--- src/rtl/climate_pkg.sv ---
// Shared state encoding and sensor code constants for the multi-zone climate controller.
package climate_pkg;

  typedef enum logic [1:0] {IDLE, HEAT, COOL, FAULT} zone_state_t;

  localparam logic [1:0] CODE_COLD = 2'b00;
  localparam logic [1:0] CODE_INV  = 2'b01;
  localparam logic [1:0] CODE_OK   = 2'b10;
  localparam logic [1:0] CODE_HOT  = 2'b11;

endpackage

--- src/rtl/zone_debounce.sv ---
// Per-zone sensor sampler and debouncer: a new code must hold DEB cycles in s_q
// before it is accepted as the stable code.
module zone_debounce
  import climate_pkg::*;
#(
  parameter int DEB = 4,
  parameter int CW  = 3
) (
  input  logic       clk_2,
  input  logic       reset,
  input  logic [1:0] raw,
  output logic [1:0] stable
);

  logic [1:0]    s_q;
  logic [1:0]    cand;
  logic [CW-1:0] deb_cnt;

  always_ff @(posedge clk_2) begin
    if (reset) begin
      s_q     <= CODE_OK;
      cand    <= CODE_OK;
      stable  <= CODE_OK;
      deb_cnt <= '0;
    end else begin
      s_q <= raw;
      // A return to the accepted code cancels any pending candidate count.
      if (s_q == stable) begin
        deb_cnt <= '0;
      end else if (s_q != cand) begin
        cand    <= s_q;
        deb_cnt <= CW'(1);
      end else if (deb_cnt == CW'(DEB - 1)) begin
        stable  <= cand;
        deb_cnt <= '0;
      end else begin
        deb_cnt <= deb_cnt + CW'(1);
      end
    end
  end

endmodule

--- src/rtl/climate_zone_ctrl.sv ---
// Multi-zone thermostat: debounced sensor codes drive a per-zone HEAT/COOL/FAULT
// state machine with a minimum run time and a latched fault cleared by fault_clr.
module climate_zone_ctrl
  import climate_pkg::*;
#(
  parameter int NCH     = 2,
  parameter int DEB     = 4,
  parameter int MIN_RUN = 8
) (
  input  logic             clk_2,
  input  logic             reset,
  input  logic [2*NCH-1:0] sens,
  input  logic             fault_clr,
  output logic [NCH-1:0]   heat,
  output logic [NCH-1:0]   cool,
  output logic [NCH-1:0]   fault,
  output logic             alarm
);

  localparam int CW = $clog2((DEB > MIN_RUN) ? DEB : MIN_RUN) + 1;

  for (genvar i = 0; i < NCH; i++) begin : g_zone
    logic [1:0]    stable;
    zone_state_t   state;
    zone_state_t   state_nxt;
    logic [CW-1:0] run_cnt;

    zone_debounce #(
      .DEB (DEB),
      .CW  (CW)
    ) u_deb (
      .clk_2  (clk_2),
      .reset  (reset),
      .raw    (sens[2*i+1:2*i]),
      .stable (stable)
    );

    // An invalid code overrides everything, including an unexpired minimum run.
    always_comb begin
      state_nxt = state;
      if (stable == CODE_INV) begin
        state_nxt = FAULT;
      end else begin
        case (state)
          IDLE:  if (stable == CODE_COLD)     state_nxt = HEAT;
                 else if (stable == CODE_HOT) state_nxt = COOL;
          HEAT:  if (stable != CODE_COLD && run_cnt == '0) state_nxt = IDLE;
          COOL:  if (stable != CODE_HOT && run_cnt == '0)  state_nxt = IDLE;
          FAULT: if (fault_clr)               state_nxt = IDLE;
          default: state_nxt = IDLE;
        endcase
      end
    end

    always_ff @(posedge clk_2) begin
      if (reset) begin
        state   <= IDLE;
        run_cnt <= '0;
      end else begin
        state <= state_nxt;
        if ((state_nxt == HEAT && state != HEAT) || (state_nxt == COOL && state != COOL))
          run_cnt <= CW'(MIN_RUN - 1);
        else if (run_cnt != '0)
          run_cnt <= run_cnt - CW'(1);
      end
    end

    assign heat[i]  = (state == HEAT);
    assign cool[i]  = (state == COOL);
    assign fault[i] = (state == FAULT);
  end

  assign alarm = |fault;

endmodule

--- config.mk ---
export PLATFORM = sky130hd
export DESIGN_NAME = climate_zone_ctrl
export DESIGN_NICKNAME = d
export VERILOG_FILES = /design/src/rtl/climate_pkg.sv /design/src/rtl/zone_debounce.sv /design/src/rtl/climate_zone_ctrl.sv
export SDC_FILE = /design/constraint.sdc
export NUM_CORES = 1
export LEC_CHECK = 0
export ABC_AREA = 1
export CAP_MARGIN = 20
export CORE_MARGIN = 2
export CORE_UTILIZATION = 60
export CTS_BUF_LIST = sky130_fd_sc_hd__clkbuf_8
export DETAILED_ROUTE_END_ITERATION = 12
export GPL_TIMING_DRIVEN = 0
export PLACE_DENSITY = 0.8
export RECOVER_POWER = 25
export SLEW_MARGIN = 20
export SYNTH_ARGS = -nofsm -noshare
export SYNTH_HDL_FRONTEND = slang
export SYNTH_HIERARCHICAL = 1
export SYNTH_SLANG_ARGS = --single-unit
--- constraint.sdc ---
create_clock -name clk_2 -period 1.35 [get_ports clk_2]
set_input_delay 0.405 -clock clk_2 [delete_from_list [all_inputs] [get_ports clk_2]]
set_output_delay 0.405 -clock clk_2 [all_outputs]
set_load 0.02 [all_outputs]
Word-level counts from Yosys, hierarchy flattened
Cells that the tools add are included.
{ "word_totals": {"word_cells": 105, "out_inout_bits": 7, "in_bits": 7, "regBits": 32} }
{ "op_classes": {"bitwise_logic": 4, "add_sub_neg": 4, "reduce_logical": 33, "n_eq_ne": 26, "mux": 22} }
{ "ops": {"columns": ["cell", "count"], "rows": [
  ["2-bit 2-to-1 mux", 12],
  ["2-bit == test (second input constant)", 8],
  ["2-bit one-hot mux with 4 select lines", 2],
  ["2-bit by 1-bit == test with 1-bit output (second input constant)", 6],
  ["3-bit 2-to-1 mux", 4],
  ["2-bit OR reduction", 5],
  ["4-bit by 1-bit adder with 4-bit output (second input constant)", 2],
  ["4-bit by 2-bit == test with 1-bit output (second input constant)", 2],
  ["1-bit logical AND", 8],
  ["2-bit logical NOT", 4],
  ["4-bit logical NOT", 2],
  ["2-bit != test (second input constant)", 4],
  ["2-bit nonzero test", 4],
  ["4-bit nonzero test", 2],
  ["4-bit OR reduction", 2],
  ["4-bit by 1-bit subtractor with 4-bit output (second input constant)", 2],
  ["3-bit AND reduction", 2],
  ["2-bit == test", 2],
  ["1-bit 2-to-1 mux", 4],
  ["2-bit by 1-bit != test with 1-bit output (second input constant)", 2],
  ["2-bit != test", 2],
  ["1-bit inverter", 4],
  ["2-bit AND reduction", 2],
  ["1-bit logical OR", 2]
]} }

Logic depth before layout (Yosys ltp)
Gate-level depths: netlist of run 1.
{ "depth": {"word_depth": 9, "mapped_depth": 9, "mapped_depth_nobuf": 9} }

By module
Netlist of run 1, hierarchy kept.
{ "by_module_without_submodules": {"columns": ["mod", "seq_area_each_um2", "area_each_um2", "cells_each", "instances"], "rows": [
  ["zone_debounce", 200.2, 485.5, 64, 2],
  ["climate_zone_ctrl", 240.2, 784.5, 128, 1]
]} }

Worst setup path after synthesis of run 1
Ideal clock, no wire load.
{ "synth_timing": {"path_type": "reg2out", "from": "register g_zone[0].state[1]", "to": "output cool[0]", "t_required_ps": 945, "arrival_ps": 723, "path_slack_ps": 222, "stages_incl_launch_ff": 3, "path_buffers": 0, "cell_sequence": "dfxtp_1 -> inv_1 -> nor2_1"} }
{ "synth_between": {"elab_chain_cells": 1} }
{ "synth_rtl": {"columns": ["item", "line_no", "source"], "rows": [
  ["start, declared", "climate_zone_ctrl.sv:24", "zone_state_t state;"],
  ["start signal, assigned", "climate_zone_ctrl.sv:60", "state <= state_nxt;"],
  ["2-bit == test", "climate_zone_ctrl.sv:69", "assign cool[i] = (state == COOL);"],
  ["end, declared", "climate_zone_ctrl.sv:15", "output logic [NCH-1:0] cool,"]
]} }
No other way between the ends.

Worst setup path in the final report of run 1
{ "layout_timing": {"from": "register g_zone[1].state[1]", "to": "output cool[1]"} }
{ "layout_between": {"elab_chain_cells": 1} }
{ "layout_rtl": {"columns": ["item", "line_no"], "rows": [
  ["start, declared", "climate_zone_ctrl.sv:24"],
  ["start signal, assigned", "climate_zone_ctrl.sv:60"],
  ["2-bit == test", "climate_zone_ctrl.sv:69"]
]} }
No other way between the ends.

==> results list, run 1 <==
- The flow ran to the end, but the final reports show violations.
- The final reports fail on negative setup slack.
* Endpoint kind of the worst setup timing path: output pin
* Post-Syn Instances: 256
- Crit-path max cell delay: 0.40 ns
- The clock arrives with 0.00848 ns of skew.
* Most common cell after layout, fill and taps aside: nand2_1
* Effective utilization at floorplan: 63.7%
* Total standard cell area after synthesis: 1760 um^2
- Number of nets with antenna violations after detailed routing: 0
- Once detailed placement completed, the half-perimeter wirelength came to 2380 um.
* CP Data Required Time: 0.95 ns
* Placed cell areas: 1920 um^2
- Worst setup SP type: flop
- Sequential cell area fraction in the yosys report: 36.5%
- Timing would allow up to 728 MHz.
- Y dimension of the die: 58.1 um
- Clock latency on the worst-skew pair, taken at its later pin, is 0.28 ns.
- Die footprint: 3370 um^2
- Share of the clock period used by the worst path: 102%
* Width of the die: 58.1 um
- Layout cell share with drive strength beyond 1: 20.7%
- Path class of the lowest-slack min-delay path: reg -> reg
- Final estimated routing congestion in global placement: 0.815
- Fill cell count: 219
* Number of vias per cell after detailed routing: 5.08
- Core footprint: 2760 um^2
- Among all stages on the critical path, the largest delay is contributed by dfxtp_4.
- The first global-routing pass estimated 5810 um of wire.
- The detailed router finished its first iteration with 63 violations.
- In this run, distinct cell masters in the synthesized netlist total 19.
- Setup total negative slack on the finished layout was measured at -0.0560 ns.
- Rel. slew slack: 75.2%
- Along the worst hold path, the cell count comes to 2.
- In the layout the commonest cells are 56 x nand2_1, 42 x inv_1, 32 x nor2_1, 27 x dfxtp_1, 18 x nand3_1.
* IO Port Bufs: 13
- Averaged over all synthesized cells, the footprint is 6.86 um^2.
* Leakage power of the design: 0.00107 uW
- Total Power: 2960 uW
- Detail-routed net length per standard cell: 10.8 um
- Entering global routing, the biggest net connects 12 pins.
- Clock input transition at the sequential cells of the worst setup and hold paths: 0.06 ns
* Total Routed Length: 3370 um
- Dividing total power by cell area gives a power density of 1410 nW/um^2.
* DR DRC count: 0
* Maxcap violations: 0
* Count of pins over their slew limit: 0
- Clock root buffer: clkbuf_8
* Fin worst setup slack: -0.0227 ns
- Arrival @ worst endpoint: 0.97 ns
- Total number of yosys warnings: 6
- The number of antenna violations at the first check in global routing came to 0.
- The final route contains 1579 vias.
* Cell depth of the worst flop-to-flop path: 5
* Antenna Diode Count: 0
- Number of nets in the layout: 293
- Row generation in the floorplan step produced 19 rows.
- TritonCTS clock tree: built
* H-tree levels: 2
- Hold timing on the final database bottoms out at a slack of 0.512 ns.
- With fillers left out, the area of the finished cells amounts to 2100 um^2.
- Across every metal layer, demand over resource in global routing totals 22.2%.
- Final critical path time including I/O delays and setup: 1.37 ns
- The worst-case IR drop observed on VDD is 1.39 mV.
- The worst setup path is of the reg -> out kind.
- In this run the deepest clock path goes through 2 buffers.
- Compared with the post-synthesis result, the final layout area differs by 19.5%.
- Number of buffers created by CTS: 5
* First-pass iteration count of the detailed router: 4
* Remaining global-route overflow: 0
- Of all nets on the critical path, the largest fanout is 4.
- After synthesis the netlist holds a flip-flop and latch count of 32.
* Via count of the first global-routing pass: 1397
- Syn Nets: 269
- Setup violations remaining at the end of the flow were counted as 4.
- TritonCTS Sinks: 32
- In this run the count of I/O pins placed on the die edge is 14.
- Setup repair after global routing could not meet its margin everywhere.
- Worst-Margin Slew: 0.371 ns
* List of cells traversed by the critical path: inv_4, nor2_4, buf_6
* Number of hold violations in the final report: 0
[critical path: cells and delay by family, from the launching register on]
family / cells / cell delay (ns)
buffers and inverters: 2 / 0.17
DFF: 1 / 0.40
and+or+nand+nor: 1 / 0.11
[what timing repair did]
item                       CTS  global route
resized for setup           44            28
pin swaps                    0             3
setup endpoints to repair   13            14
buffers inserted             0             4
hold buffers                 0             0
[registers in the layout, indices dropped and copies added (netlist names)]
register	cells
g_zone.state	4
g_zone.u_deb/deb_cnt	8
g_zone.u_deb/stable	4
g_zone.u_deb/s_q	4
g_zone.u_deb/cand	4
g_zone.run_cnt	8
[metrics by stage]
stage	util, %	cells	setup slack, ns
finish	76.0	311	-0.0227
global route	76.0	311	-0.0595
CTS	72.5	307	-0.0667
detailed placement	69.8	300	-0.451
global placement	69.8	300	-0.441
floorplan	-	256	0.222
[where the power goes]
part	switching, uW	leakage (uW)	internal (uW)
clock network	332	0.0000452	342
logic	674	0.000754	440
registers	105	0.000266	1070
[cell type report]
class / count / area (um^2) / area share [%]
buffer: 1 / 5.00 / 0.239
inverter: 46 / 180 / 8.59
clock inverter: 2 / 8.76 / 0.418
multi-input combinational: 177 / 977 / 46.6
tap: 31 / 38.8 / 1.85
sequential: 32 / 657 / 31.3
timing repair buffer: 17 / 161 / 7.70
clock buffer: 5 / 68.8 / 3.28
[path summary, 6_finish.rpt]
path | start | endpoint | slack (ns)
max | g_zone[1].state[1] | cool[1] | -0.02
max reg2reg | g_zone[1].u_deb/deb_cnt[0] | g_zone[1].u_deb/stable[1] | 0.10
min | g_zone[0].u_deb/cand[1] | g_zone[0].u_deb/stable[1] | 0.51
min reg2reg | g_zone[0].u_deb/cand[1] | g_zone[0].u_deb/stable[1] | 0.51
[layer usage]
metal / vias up / global-route usage, % / part of all wire, %
met5: - / 0 / 0
li1: 850 / - / -
met3: 5 / 6.70 / 3.6
met2: 19 / 37.2 / 49
met1: 705 / 26.7 / 46
met4: 0 / 8.64 / 1.4
[synthesized netlist by cell type (all sizes together)]
cell type  instances  area (um^2)
a21oi              9         45.0
buf                1         5.00
dfxtp             32          641
ha                 6         75.1
inv               46          173
nand2             69          304
nand3             20          100
nand4             14         87.6
nor2              42          193
nor3b              2         37.5
o21ai              8         40.0
o21bai             1         7.51
or2                2         12.5
xnor2              2         17.5
xor2               2         17.5
[cells by family after synthesis]
logic type / count (synthesis) / share of synthesized area, %
AOI/OAI and AO/OA: 18 / 5.27
and+or+nand+nor: 149 / 41.8
DFF: 32 / 36.5
adders and majority gates: 6 / 4.28
buffers and inverters: 47 / 10.1
xor gates and xnor gates: 4 / 2.00
Power figures use the tool's default switching activity.
==> run 2: changes to the inputs <==
CORE_UTILIZATION = 57   (was 60)
CTS_BUF_LIST = default   (was sky130_fd_sc_hd__clkbuf_8)
PLACE_DENSITY = 0.76   (was 0.8)
==> run 2 against run 1 <==
Compared with the run above:
- the run still ends with negative setup slack left
- critical path depth unchanged
- first-iteration DRC count up 21%
- global-route usage is 1.9 points lower
- critical path type unchanged
==> results list, run 2 (synthesis gave the netlist of run 1 again) <==
- Layout cell share with drive strength beyond 1: 22.7%
- Effective utilization at floorplan: 58.9%
- First-pass iteration count of the detailed router: 5
* Via count of the first global-routing pass: 1394
- The die is 59.5 um wide.
- Rel. slew slack: 75.4%
- Leakage power of the design: 0.00113 uW
* # placed instances: 302
- Antenna violations before repair: 0
- The filler cells instantiated in the layout total 249.
- Arrival @ worst endpoint: 1.02 ns
- Counting cells, the worst reg-to-reg path comes to 5.
- The detailed router placed 1592 vias in this run.
* Biggest regs: g_zone.run_cnt (8), g_zone.u_deb/deb_cnt (8)
- After detailed routing, the number of remaining DRC violations is 0.
* IR drop worst, VDD: 0.981 mV
* Number of buffers created by CTS: 5
- TNS Setup: -0.406 ns
- H-tree levels: 2
* Maxcap violations: 0
* Uppermost metal layer occupied by signal nets: met4
- Once layout is complete, the utilization of the core stands at 72.9%.
* TritonCTS Sinks: 32
- Endpoint kind of the worst setup timing path: output pin
- Pin count of the biggest net entering global routing: 12
- In this run the worst hold path is classified as reg -> reg.
- After global routing the overflow that remains totals 0.
- Number of standard cells in the final layout excluding fillers: 319
- Measured along the y axis, the die boundary spans 59.5 um.
- TritonCTS clock tree: built
- After detailed routing, the met2 layer carries 1550 um of wire.
- Data on the critical path is required at its endpoint by 0.95 ns.
- The first global-routing pass estimated 5480 um of wire.
* Largest fanout on the critical path: 4
- In the layout the commonest cells are 54 x nand2_1, 40 x inv_1, 32 x nor2_1, 27 x dfxtp_1, 20 x nand3_1.
- The area growth from synthesis to layout is 23.7%.
- Routability-driven placement finished with a final weighted congestion of 0.823.
* Worst-Margin Slew: 0.369 ns
- Detail-routed net length per standard cell: 10.3 um
- Number of nets with antenna violations after detailed routing: 0
- The critical path is of the reg -> out type.
- The worst hold path begins at g_zone[0].u_deb/cand[1].
* Final critical path time including I/O delays and setup: 1.43 ns
* Violated checks: negative setup slack
* Worst Hold Depth: 2
- The final count of pins violating max slew was 0.
- Fin worst setup slack: -0.0790 ns
- Based on the critical path, the design can be clocked at up to 700 MHz.
- Detailed placement ended at an HPWL of 2220 um.
- Setup Skew: 0.0108 ns
- Across every metal layer, demand over resource in global routing totals 20.3%.
- In the detailed route, the total length drawn on met3 is 141 um.
* Clock root buffer: clkbuf_4
* Share of the clock period used by the worst path: 106%
* Setup violators final: 7
- Setup repair after global routing could not meet its margin everywhere.
- Across all register-to-register paths, the minimum setup slack is 0.12 ns.
- The worst register-to-register path ends at g_zone[1].u_deb/deb_cnt[2].
- The die covers 3540 um^2.
- Antenna Diode Count: 0
- Total power density per cell area: 1420 nW/um^2
- The worst setup path is launched from a flop.
- Number of rows in the core area: 20
- Among all stages on the critical path, the largest delay is contributed by dfxtp_4.
* Worst slack after detailed placement: -0.430 ns
- Total Routed Length: 3290 um
- In this run the tool buffered the top-level ports with 13 buffer cells.
- The flow ran to the end, but the final reports show violations.
- For this run, the slowest stage of the critical path takes 0.42 ns.
- In this run, the number of DRC markers left after iteration 0 of detailed routing was 76.
- Worst Hold Path EP: g_zone[0].u_deb/cand[1]
* Number of buffers on the longest clock path: 2
- Startpoint of the lowest-slack register-to-register path: g_zone[1].u_deb/deb_cnt[0]
- The later pin in the worst-skew pair is clocked with a latency of 0.32 ns.
* Sum of routed wire segments on met1: 1550 um
- Most common cell after layout, fill and taps aside: nand2_1
- At the end of the flow, the number of nets in the layout was 298.
* Clock input transition at the sequential cells of the worst setup and hold paths: 0.11 ns
- The signal on the critical path passes through inv_4, nor2_4, buf_6.
* Core footprint: 2980 um^2
* Number of hold violations in the final report: 0
- Using the TritonRoute via totals, the vias-per-cell ratio works out to 4.99.
- 14 I/O pins were placed.
## run 2: cell count changes in the layout (fill, tap and decap cells not counted), sizes merged
| cell | previous run | this run |
|---|---|---|
| clkinv | 1 | 0 |
| bufinv | 0 | 1 |
| clkbuf | 5 | 7 |
| inv | 47 | 46 |
| clkdlybuf4s25 | 1 | 0 |
| buf | 12 | 17 |
| dlygate4sd2 | 0 | 1 |
## run 2: critical path: cells and delay by family, from the launching register on
| family | cells | cell delay, ns |
|---|---|---|
| flops | 1 | 0.42 |
| buf+inv | 2 | 0.17 |
| simple gates | 1 | 0.10 |
## run 2: what timing repair did
item	CTS	global route
setup endpoints to repair	12	13
resized for setup	70	6
pin swaps	4	4
hold buffers	0	0
gates cloned	0	0
buffers inserted	5	4
## run 2: worst max path at each step
stage	slack, ns	end	from	cells after the start
after floorplan	0.22	cool[0]	g_zone[0].state[1]	2
after global placement	-0.44	g_zone[0].run_cnt[3]	reset	5
after detailed placement	-0.43	g_zone[0].run_cnt[3]	reset	5
after CTS	-0.08	heat[1]	g_zone[1].state[0]	3
after global routing	-0.13	cool[1]	g_zone[1].state[1]	3
final	-0.08	cool[1]	g_zone[1].state[1]	3
## run 2: area by class of cell
type                    count  area [um^2]  area share (%)
plain buffers               1         5.00           0.231
repair buffers             22          205            9.45
inverters                  46          183            8.41
clock buffers               7         65.1            3.00
flip-flops and latches     32          657            30.3
multi-input cells         177          985            45.4
well taps                  33         41.3            1.90
clock inverters             1         30.0            1.38
## run 2: routing by layer
metal,track usage [%],up-vias
met2,34.7,31
met5,0,-
met4,9.21,0
met1,23.8,700
li1,-,856
met3,5.02,5
## run 2: power breakdown
part | switching [uW] | internal, uW | leakage (uW)
Clock | 322 | 492 | 0.0000515
Sequential | 100 | 1070 | 0.000266
Combinational | 669 | 441 | 0.000814
## run 2: per-stage QoR
step,instance area [um^2],hold slack (ns),power [uW]
global placement,1930,0.495,2280
finish,2170,0.515,3090
floorplan,1760,0.475,2110
detailed placement,1930,0.501,2290
CTS,2130,0.514,3100
global route,2170,0.549,3340
